[config.mk]
export PLATFORM = sky130hd
export DESIGN_NAME = display_demux
export DESIGN_NICKNAME = d
export VERILOG_FILES = /design/src/rtl/display_demux.sv
export SDC_FILE = /design/constraint.sdc
export NUM_CORES = 1
export LEC_CHECK = 0
export BUFFER_PORTS_ARGS = -buffer_cell sky130_fd_sc_hd__buf_2
export CORE_ASPECT_RATIO = 0.7
export CORE_MARGIN = 2
export CORE_UTILIZATION = 32
export DETAILED_ROUTE_END_ITERATION = 8
export HOLD_SLACK_MARGIN = 0.12
export REMOVE_ABC_BUFFERS = 1
export SLEW_MARGIN = 20
export SYNTH_ARGS = -nofsm -noshare
export SYNTH_HDL_FRONTEND = slang
export SYNTH_SLANG_ARGS = --single-unit
[constraint.sdc]
create_clock -name clk -period 3.2 [get_ports clk]
set_input_delay 0.64 -clock clk [delete_from_list [all_inputs] [get_ports clk]]
set_output_delay 0.64 -clock clk [all_outputs]
set_load 0.02 [all_outputs]
[src/rtl/display_demux.sv]
// display_demux: receive side of the two-digit seven-segment multiplexer.
// Samples the {anode,seg} bus and waits for each value to be held for
// STABLE_CYCLES clocks before capturing it. Captured values are split back
// into per-digit patterns and decoded to hex nibbles. The block also flags
// digits that stop refreshing and any illegal all-low anode state.
module display_demux #(
  parameter int STABLE_CYCLES  = 4,
  parameter int TIMEOUT_CYCLES = 1024
) (
  input  logic       clk,
  input  logic       rst,
  input  logic [6:0] seg,
  input  logic [1:0] anode,
  output logic [6:0] disp0,
  output logic [6:0] disp1,
  output logic [3:0] hex0,
  output logic [3:0] hex1,
  output logic [1:0] hex_ok,
  output logic [1:0] valid,
  output logic [1:0] update,
  output logic [1:0] stale,
  output logic       conflict
);

  localparam int CW = $clog2(STABLE_CYCLES + 1);
  localparam int TW = $clog2(TIMEOUT_CYCLES + 1);
  localparam logic [CW-1:0] CNT_LAST = CW'(STABLE_CYCLES - 1);
  localparam logic [CW-1:0] CNT_SAT  = CW'(STABLE_CYCLES);
  localparam logic [TW-1:0] TMO_SAT  = TW'(TIMEOUT_CYCLES);

  // Returns {legal, nibble}; unknown patterns decode to {0, 4'h0}.
  function automatic logic [4:0] decode(input logic [6:0] p);
    logic [4:0] r;
    case (p)
      7'h3F: r = {1'b1, 4'h0};
      7'h06: r = {1'b1, 4'h1};
      7'h5B: r = {1'b1, 4'h2};
      7'h4F: r = {1'b1, 4'h3};
      7'h66: r = {1'b1, 4'h4};
      7'h6D: r = {1'b1, 4'h5};
      7'h7D: r = {1'b1, 4'h6};
      7'h07: r = {1'b1, 4'h7};
      7'h7F: r = {1'b1, 4'h8};
      7'h6F: r = {1'b1, 4'h9};
      7'h77: r = {1'b1, 4'hA};
      7'h7C: r = {1'b1, 4'hB};
      7'h39: r = {1'b1, 4'hC};
      7'h5E: r = {1'b1, 4'hD};
      7'h79: r = {1'b1, 4'hE};
      7'h71: r = {1'b1, 4'hF};
      default: r = 5'b0_0000;
    endcase
    return r;
  endfunction

  logic [8:0]    s_q, s_d;
  logic [CW-1:0] cnt_q, cnt_d;
  logic          done_q, done_d;
  logic          loaded_q, loaded_d;
  logic [6:0]    disp0_q, disp0_d, disp1_q, disp1_d;
  logic [3:0]    hex0_q, hex0_d, hex1_q, hex1_d;
  logic [1:0]    hex_ok_q, hex_ok_d;
  logic [1:0]    valid_q, valid_d;
  logic [1:0]    update_q, update_d;
  logic [TW-1:0] tmo0_q, tmo0_d, tmo1_q, tmo1_d;
  logic [1:0]    stale_q, stale_d;
  logic          conflict_q, conflict_d;

  logic [8:0]    bus;
  logic          same;
  logic          capture;
  logic          cap0;
  logic          cap1;
  logic [4:0]    dec;

  // Next-state logic: stability counting, capture decision, demux, timeouts.
  always_comb begin
    bus      = {anode, seg};
    same     = (bus == s_q);
    s_d      = bus;
    loaded_d = 1'b1;
    dec      = decode(s_q[6:0]);

    // done_q blocks a second capture within one dwell; cnt saturation alone
    // would not stop the reset-value bus from ever matching.
    capture = same && !done_q && (cnt_q == CNT_LAST) &&
              ((s_q[8:7] == 2'b10) || (s_q[8:7] == 2'b01));
    cap0    = capture && (s_q[8:7] == 2'b10);
    cap1    = capture && (s_q[8:7] == 2'b01);

    if (!same)                 cnt_d = '0;
    else if (cnt_q != CNT_SAT) cnt_d = cnt_q + 1'b1;
    else                       cnt_d = cnt_q;

    if (!same)       done_d = 1'b0;
    else if (capture) done_d = 1'b1;
    else             done_d = done_q;

    disp0_d  = cap0 ? s_q[6:0] : disp0_q;
    hex0_d   = cap0 ? dec[3:0] : hex0_q;
    disp1_d  = cap1 ? s_q[6:0] : disp1_q;
    hex1_d   = cap1 ? dec[3:0] : hex1_q;
    hex_ok_d = {cap1 ? dec[4] : hex_ok_q[1], cap0 ? dec[4] : hex_ok_q[0]};
    valid_d  = valid_q | {cap1, cap0};
    update_d = {cap1, cap0};

    if (cap0)                  tmo0_d = '0;
    else if (tmo0_q != TMO_SAT) tmo0_d = tmo0_q + 1'b1;
    else                       tmo0_d = tmo0_q;

    if (cap1)                  tmo1_d = '0;
    else if (tmo1_q != TMO_SAT) tmo1_d = tmo1_q + 1'b1;
    else                       tmo1_d = tmo1_q;

    stale_d = {tmo1_d == TMO_SAT, tmo0_d == TMO_SAT};

    // s_q holds a reset value, not a sampled bus, until loaded_q is set.
    conflict_d = conflict_q | (loaded_q && (s_q[8:7] == 2'b00));
  end

  // State registers, all cleared asynchronously.
  always_ff @(posedge clk or posedge rst) begin
    if (rst) begin
      s_q        <= '0;
      cnt_q      <= '0;
      done_q     <= 1'b1;
      loaded_q   <= 1'b0;
      disp0_q    <= '0;
      disp1_q    <= '0;
      hex0_q     <= '0;
      hex1_q     <= '0;
      hex_ok_q   <= '0;
      valid_q    <= '0;
      update_q   <= '0;
      tmo0_q     <= '0;
      tmo1_q     <= '0;
      stale_q    <= '0;
      conflict_q <= 1'b0;
    end else begin
      s_q        <= s_d;
      cnt_q      <= cnt_d;
      done_q     <= done_d;
      loaded_q   <= loaded_d;
      disp0_q    <= disp0_d;
      disp1_q    <= disp1_d;
      hex0_q     <= hex0_d;
      hex1_q     <= hex1_d;
      hex_ok_q   <= hex_ok_d;
      valid_q    <= valid_d;
      update_q   <= update_d;
      tmo0_q     <= tmo0_d;
      tmo1_q     <= tmo1_d;
      stale_q    <= stale_d;
      conflict_q <= conflict_d;
    end
  end

  assign disp0    = disp0_q;
  assign disp1    = disp1_q;
  assign hex0     = hex0_q;
  assign hex1     = hex1_q;
  assign hex_ok   = hex_ok_q;
  assign valid    = valid_q;
  assign update   = update_q;
  assign stale    = stale_q;
  assign conflict = conflict_q;

endmodule

==> results of run 1 <==
-- per-layer routing --
layer,part of all wire [%],global-route usage [%],vias up
li1,-,-,1244
met1,51,20.0,1250
met2,44,20.7,46
met3,3.6,4.66,6
met4,1.1,4.26,0
met5,0,0,-
-- cell usage after synthesis, drive strengths merged, types with 6 or more instances --
cell type | count | area, um2
dfrtp | 66 | 1650
nor3 | 6 | 52.6
nand2 | 22 | 82.6
xnor2 | 20 | 175
a21oi | 13 | 65.1
ha | 10 | 125
xor2 | 11 | 96.3
clkbuf | 15 | 56.3
mux2 | 21 | 236
nand3 | 11 | 55.1
nor2 | 35 | 131
nor4 | 6 | 52.6
inv | 12 | 45.0
nand4 | 7 | 43.8
-- state kept, by name, summed over array words and instances, names as in the netlist --
signal	cells
hex_ok	2
done_q	1
stale	2
s_q	9
valid	2
tmo0_q	11
disp1	7
disp0	7
update	2
conflict	1
hex0	4
loaded_q	1
hex1	4
tmo1_q	11
cnt_q	3
-- worst max-delay path: stages (launching register included) --
cell and delay (ns):
dfrtp_1 0.50, xor2_1 0.23, or4b_4 0.55, or3_1 0.48
nor3_4 0.36, mux2_2 0.38
-- worst paths after layout --
| kind | startpoint | endpoint | slack (ns) | depth (start not counted) |
|---|---|---|---|---|
| max | s_q[2] | hex1[2] | 0.58 | 5 |
| min | rst | valid[0] | 0.19 | 2 |
| max reg2reg | s_q[2] | hex1[2] | 0.58 | 5 |
| min reg2reg | loaded_q | conflict | 0.45 | 1 |
| max in group asynchronous | rst | s_q[3] | 2.05 | 3 |
| min in group clk | seg[2] | s_q[2] | 0.44 | 1 |
-- cells by family after synthesis --
family,count (synthesis)
buffers and inverters,32
other,1
adder cells (fa/ha/maj),10
AND/OR/NAND/NOR,130
AO/OA/AOI/OAI,40
multiplexers,21
XOR/XNOR,31
flip-flops,67
-- final cells by class --
cell class                      instances  area (um2)
Fill cell                            1038        6350
Sequential cell                        67        1680
Multi-Input combinational cell        233        1660
Timing Repair Buffer                   49         265
Clock buffer                            9         225
Tap cell                              132         165
Clock inverter                          7        83.8
Inverter                               12        45.0
-- power by group through the flow --
| stage | sequential [uW] | clock, uW | combinational, uW |
|---|---|---|---|
| after detailed placement | 1060 | 0 | 318 |
| after floorplan | 1040 | 0 | 248 |
| after global routing | 1070 | 1090 | 370 |
| after CTS | 1050 | 1040 | 322 |
| final | 1050 | 1020 | 319 |
| after global placement | 1060 | 0 | 313 |
-- metrics by stage --
step                      power (uW)  worst slack (ns)  util [%]
after global placement          1370             0.434      36.4
after global routing            2530             0.473      39.4
after floorplan                 1290            -0.272         -
after detailed placement        1380             0.393      36.4
after CTS                       2410             0.571      39.4
final                           2390             0.579      39.4
==> metrics.txt, run 1 <==
multiplexer area fraction after synthesis=approximately 6.8%; RSZ-0062 raised after global routing=false; Post-Synth Adder-Cell Area=approximately 3.6%; Setup crit end kind=flop; dpl cell area=roughly 3800 um2; Internal=roughly 1700 uW; Cells after Synth=around 330; routability congestion estimate=between 0.7 and 0.8; Crit Path Category=flop to flop; final non-filler cell total=slightly above 500; clock power share=between 40% and 50%; Synth Area in Compound Gates=between 7 and 8%; first-pass GRT wire length=about 13000 um; I/O pin cnt=between 40 and 50; combinational power share=13.4%; Worst EP arrival=between 2 and 3 ns; cell area after layout=4120 um2; CP required=roughly 3.4 ns; crit share post-route=81.9%; antenna violations before repair=0; xor and xnor area share after synthesis=between 7 and 8%; die height=around 91 um; Die Area=about 12000 um2; Core ar.=approximately 10000 um2; post-synthesis sequential area ratio=between 40% and 50%; CTS buffer count=9; peak fanout along the critical path=12; maximum vdd drop=294 uV; layout cell share with drive strength beyond 1=a little over a quarter; setup repair bufs after CTS=0; Pleak=between 0.0015 and 0.002 uW; crit start category=flop; CTS resizes=0; worst skew pair latency=between 0.3 and 0.4 ns; H-tree levels=3; Clock Tree Buf Depth=2; Slew Limit Fails=0; Setup violations, final=0; total wire length=around 7600 um; synth warn=0; drt wl/cell=14.9 um; die width=~130 um; via count=roughly 2.5k; standard-cell rows=31; CTS Hold Bufs=0; Final ANT Viol Nets=0; Fin Clk Skew=around 0.0066 ns; CTS Sinks=67; dpl cells=roughly 490; post-synthesis register bit count=67; Async SR Flop Fraction=100%; Synth Area per Inst=10.5 um2; final hold violations=0; Post-synth top flop=dfrtp_1; normalized max-slew margin=49.9%; worst hold path class=input port to async pin; Sw Pwr=between 700 and 800 uW; Clock Pin Slew Worst Setup and Hold Paths=0.06 ns; final hold slack=0.191 ns; n_diodes=0; Sw Ratio=approximately 29%; Pre-Repair DR Iteration Count=4; Worst Tran Pin Value=0.752 ns; initial core utilization=33.2%; # DRC=0; sequential share of power=approximately 44%; grt ovf=0; Syn Std Cell Area=approximately 3500 um2; Nets=393; root buffer cell=clkbuf_16; most common cell after layout, fill and taps aside=dfrtp_1; DRC marker count from the first detailed-route iteration=between 200 and 300; most frequent cells in the layout=dfrtp_1, buf_2, nor2_1; HPWL Detailed=5250 um; EDFF count, synth=0; Fin Setup TNS=0 ns; via/cell ratio=approximately 5.0; vias in the first global route=between 2k and 3k; largest net degree at the start of global routing=61; GRT Util Overall=about 14%; f_max=382 MHz; CTS tree=yes; Max-Cap Viols=0; Netlist cell types=56; minimum clock period=~2.6 ns; main combinational cell family by area after synthesis=simple AND/OR/NAND/NOR gates; synthesis-to-finish area growth=18.6%; Port Buf Inserts=slightly above 40; Post-Synth Simple-Gate Area=approximately 21%; status=complete, no violations; PD cells=slightly below 600 nW/um2
Note: power is estimated with default switching activity, not from simulation.
==> run 2, diff against run 1 <==
==> constraint.sdc (replaced) <==
create_clock -name clk -period 2.3 [get_ports clk]
set_input_delay 0.46 -clock clk [delete_from_list [all_inputs] [get_ports clk]]
set_output_delay 0.46 -clock clk [all_outputs]
set_load 0.02 [all_outputs]
==> run 2 against run 1 <==
Compared with the run above:
- worst setup slack worse by 0.53 ns
- sequential power up 39%
- via count up 1.5%
- final cell count up 3.5%
- count of clock-buffer cells in the layout up 1
- utilization up 1.4 points
- die area unchanged
==> metrics.txt, run 2 (synthesis results as in run 1) <==
Clock Tree Buf Depth=2 (unchanged); crit share post-route=97.9% (+16 points); Worst EP arrival=2.47 ns (-0.37 ns); die width=129 um (unchanged); initial core utilization=33.2% (unchanged); Fin Setup TNS=0 ns (unchanged); Core ar.=10500 um2 (unchanged); f_max=444 MHz (+16%); final hold violations=0 (unchanged); drt wl/cell=14.3 um (-4.2%); CTS buffer count=9 (unchanged); peak fanout along the critical path=5 (-7); crit start category=flop; Worst path max stage delay=0.55 ns (about the same); Fin Clk Skew=0.00562 ns (-0.000950 ns); first-pass GRT wire length=12900 um (-0.53%); CTS tree=yes; standard-cell rows=31 (unchanged); Setup violations, final=0 (unchanged); Setup crit end kind=flop; Pre-Repair DR Iteration Count=4 (unchanged); via count=2583 (+1.5%); Max-Cap Viols=0 (unchanged); n_diodes=0 (unchanged); H-tree levels=3 (unchanged); minimum clock period=2.25 ns (-0.368 ns); total wire length=7520 um (-0.79%); Crit Path Category=flop to flop; maximum vdd drop=374 uV (+27%); Regs by FF count=tmo0_q (11), tmo1_q (11), s_q (9); r2r setup slk=0.05 ns (-0.53 ns); CP required=2.52 ns (-0.90 ns); Final WS setup=0.0472 ns (-0.532 ns); synthesis-to-finish area growth=22.7%; CTS Sinks=67 (unchanged); filler cell count=1035 (-0.29%); Port Buf Inserts=41 (unchanged); antenna violations before repair=0 (unchanged); Final ANT Viol Nets=0 (unchanged); DP Worst Slack=-0.216 ns (-0.610 ns); Clock Pin Slew Worst Setup and Hold Paths=0.06 ns (about the same); largest net degree at the start of global routing=37 (-39%); most common cell after layout, fill and taps aside=dfrtp_1; Storage cell area=1680 um2 (unchanged); worst hold path class=input port to async pin; RSZ-0062 raised after global routing=true; Nets=411 (+4.6%); Worst path slowest cell=or4b_4; PD cells=752 nW/um2 (+30%); Pleak=0.00200 uW (+4.7%); status=complete, no violations; routability congestion estimate=0.819 (+11%); HPWL Detailed=5430 um (+3.5%); vias in the first global route=2570 (+0.98%); layout cell share with drive strength beyond 1=30.1% (+3.6 points); GRT Util Overall=14.1% (-0.063 points); root buffer cell=clkbuf_16; footprint of the multi-input gates=1670 um2 (+0.53%); # DRC=0 (unchanged); most frequent cells in the layout=dfrtp_1, buf_2, nor2_1; die height=91.2 um (unchanged); DRC marker count from the first detailed-route iteration=139 (-45%); final core utilization=40.7% (+1.4 points); I/O pin cnt=42 (unchanged); via/cell ratio=4.90 (-2.0%); CP cell instances=xor2_1 -> or4b_4 -> or3_4 -> nor3_4 -> mux2_2; Slew Limit Fails=0 (unchanged); Die Area=11700 um2 (unchanged); grt ovf=0 (unchanged); worst skew pair latency=0.33 ns (about the same); Final Power=3200 uW (+34%)
run 2: changes by cell type in the layout (fill, tap and decap cells not counted), sizes merged:
cell and delta:
clkinv +2, inv -2, bufinv -1, buf +18
clkbuf +1
run 2: critical path, delay by kind of cell (launching register included):
family / cells / cell delay, ns
flip-flops: 1 / 0.39
multiplexers: 1 / 0.37
XOR/XNOR: 1 / 0.17
AND/OR/NAND/NOR: 3 / 1.20
run 2: report_power, final:
part,internal (uW),switching [uW]
clock network,757,521
registers,1290,170
logic,221,250
total,2260,941
run 2: timing repair:
action | CTS | global route
pin swaps | 1 | 0
gates resized for setup | 1 | 2
endpoints found under the setup margin | 3 | 8
buffers inserted | 1 | 0
hold buffers | 0 | 0
run 2: layer usage:
metal	track usage, %	up-vias	share of wire, %
li1	-	1283	-
met1	20.1	1246	50
met3	4.83	12	4.7
met4	4.08	0	1.5
met5	0	-	0
met2	20.3	42	44
run 2: layout make-up:
class                           count  area share (%)
Sequential cell                    67            39.3
Clock buffer                       10            5.60
Timing Repair Buffer               67            10.1
Inverter                           12            1.06
Multi-Input combinational cell    233            39.1
Tap cell                          132            3.87
Clock inverter                      6           0.939
run 2: path summary, 6_finish.rpt:
kind	startpoint	to	depth (start not counted)
max in group asynchronous	rst	done_q	3
hold / removal	rst	tmo0_q[0]	2
min in group clk	anode[1]	s_q[8]	1
hold reg to reg	conflict	conflict	1
setup / recovery	s_q[4]	hex1[2]	5
setup reg to reg	s_q[4]	hex1[2]	5
run 2: per-stage QoR:
| stage | std cells | hold WS, ns | cell area [um2] |
|---|---|---|---|
| 2_1_floorplan | 312 | 0.430 | 3380 |
| 3_3_place_gp | 510 | 0.435 | 3970 |
| 3_5_place_dp | 510 | 0.443 | 3970 |
| 4_1_cts | 527 | 0.151 | 4260 |
| 5_1_grt | 527 | 0.172 | 4260 |
| 6_report | 527 | 0.139 | 4260 |
==> run 3, diff against run 2 <==
--- a/config.mk
+++ b/config.mk
@@ -6,7 +6,6 @@
 export NUM_CORES = 1
 export LEC_CHECK = 0
 export BUFFER_PORTS_ARGS = -buffer_cell sky130_fd_sc_hd__buf_2
-export CORE_ASPECT_RATIO = 0.7
 export CORE_MARGIN = 2
 export CORE_UTILIZATION = 32
 export DETAILED_ROUTE_END_ITERATION = 8
==> run 3 against run 2 <==
Compared with the run above:
- flip-flop and latch count unchanged
- global-route usage fell by 0.31 points
- via count is 0.93% higher
- critical path depth unchanged
- final cell count rose by 0.95%
- largest cell class unchanged
- largest power group unchanged
- critical path type unchanged
- clock skew is 0.0052 ns higher
- worst setup slack got worse by 0.015 ns
==> metrics.txt, run 3 (synthesis results as in run 1) <==
DRC marker count from the first detailed-route iteration=90 (-35%); final hold violations=0 (unchanged); CP required=2.52 ns (about the same); crit share post-route=98.6% (+0.64 points); root buffer cell=clkbuf_8; standard-cell rows=38 (+23%); Clock Tree Buf Depth=2 (unchanged); largest net degree at the start of global routing=29 (-22%); via count=2607 (+0.93%); CP delay by family, top=simple AND/OR/NAND/NOR gates; CP cell instances=xor2_1 -> or4b_4 -> or3_4 -> nor3_4 -> mux2_2; Worst path slowest cell=or4b_4; I/O pin cnt=42 (unchanged); synthesis-to-finish area growth=20.2%; HPWL Detailed=5410 um (-0.41%); Regs by FF count=tmo0_q (11), tmo1_q (11), s_q (9); Crit Path Category=flop to flop; worst hold path class=input port to flop; routability congestion estimate=0.771 (-5.8%); CTS buffer count=9 (unchanged); Final Power=2890 uW (-9.9%); crit start category=flop; layout cell share with drive strength beyond 1=29.6% (-0.53 points); Setup crit end kind=flop; Max-Cap Viols=0 (unchanged); Setup violations, final=0 (unchanged); minimum clock period=2.27 ns (+0.0146 ns); n_diodes=0 (unchanged); setup repair bufs after CTS=0 (-1); Nets=408 (-0.73%); hold depth=1; Die Area=11700 um2 (-0.12%); status=complete, no violations; drt wl/cell=14.0 um (-2.0%); Fin Clk Skew=0.0108 ns (+0.00517 ns); CTS tree=yes; grt ovf=0 (unchanged); die height=108 um (+19%); Worst EP arrival=2.49 ns (+0.02 ns); # DRC=0 (unchanged); Final ANT Viol Nets=0 (unchanged); most frequent cells in the layout=dfrtp_1, buf_2, nor2_1; most common cell after layout, fill and taps aside=dfrtp_1; vias in the first global route=2641 (+2.8%); Slew Limit Fails=0 (unchanged); Pleak=0.00195 uW (-2.6%); GRT Util Overall=13.8% (-0.31 points); via/cell ratio=4.90 (about the same); f_max=441 MHz (-0.64%); maximum vdd drop=350 uV (-6.5%); critical path depth=5 (unchanged); Clock Pin Slew Worst Setup and Hold Paths=0.07 ns (about the same); initial core utilization=32.5% (-0.70 points); CTS Sinks=67 (unchanged); Worst R2R Path Depth=5 (unchanged); Pre-Repair DR Iteration Count=4 (unchanged); H-tree levels=3 (unchanged); worst skew pair latency=0.34 ns (about the same); peak fanout along the critical path=4 (-1); dpl cells=515 (+0.98%); antenna violations before repair=0 (unchanged); worst path buffer plus inverter count=0 (unchanged); Port Buf Inserts=41 (unchanged); first-pass GRT wire length=12600 um (-2.3%); RSZ-0062 raised after global routing=true; Core ar.=10700 um2 (+2.2%); Worst path max stage delay=0.55 ns (about the same); die width=108 um (-16%); total wire length=7440 um (-1.1%); final non-filler cell total=532 (+0.95%); PD cells=692 nW/um2 (-8.0%)
-- run 3: cell count changes in the layout (fill, tap and decap cells not counted), sizes merged --
| cell | before | now |
|---|---|---|
| inv | 13 | 12 |
| clkinv | 4 | 3 |
| buf | 67 | 63 |
| clkbuf | 10 | 11 |
| dlygate4sd3 | 0 | 1 |
| bufinv | 0 | 1 |
-- run 3: final cells by class --
class                      count  area (um2)
fill                        1075        6520
sequential                    67        1680
multi-input combinational    233        1680
timing repair buffer          64         405
tap                          140         175
clock buffer                  11         141
clock inverter                 5        52.6
inverter                      12        45.0
-- run 3: what timing repair did --
item | CTS | global route
setup endpoints to repair | 3 | 7
resized for setup | 0 | 3
pin swaps | 1 | 1
endpoints found under the hold margin | 16 | 0
hold buffers | 1 | 0
gates cloned | 0 | 0
-- run 3: path summary, 6_finish.rpt --
check	from	slack (ns)	to
worst min register to register	conflict	0.45	conflict
worst max-delay path	s_q[4]	0.03	hex0[1]
worst max register to register	s_q[4]	0.03	hex0[1]
max in group asynchronous	rst	1.08	done_q
min in group asynchronous	rst	0.66	tmo0_q[2]
worst min-delay path	seg[0]	0.25	s_q[0]
-- run 3: worst register-to-register path: cells and delay by family, from the launching register on --
family,cells,cell delay [ns]
xor gates and xnor gates,1,0.18
muxes,1,0.37
and+or+nand+nor,3,1.21
DFF,1,0.39
-- run 3: metal layers --
layer  up-vias  wire, um  track usage (%)
li1       1277         -                -
met1      1266      3290             16.8
met2        51      3750             23.4
met3        13       281             3.50
met4         0       127             5.68
met5         -         0                0
-- run 3: where the power goes --
group          total [uW]  switching [uW]  internal [uW]
clock                 963             438            525
combinational         474             253            221
sequential           1450             167           1280
total                2890             858           2030
-- run 3: metrics by stage --
step	hold WS [ns]	worst slack [ns]	TNS, ns	area (um2)	utilization, %
after floorplan	0.430	-1.09	-19.34	3380	-
after global placement	0.434	-0.140	-0.815	3950	36.9
after detailed placement	0.440	-0.177	-1.33	3950	36.9
after CTS	0.229	0.00912	0	4160	38.9
after global routing	0.229	-0.0413	-0.103	4180	39.0
final	0.248	0.0325	0	4180	39.0
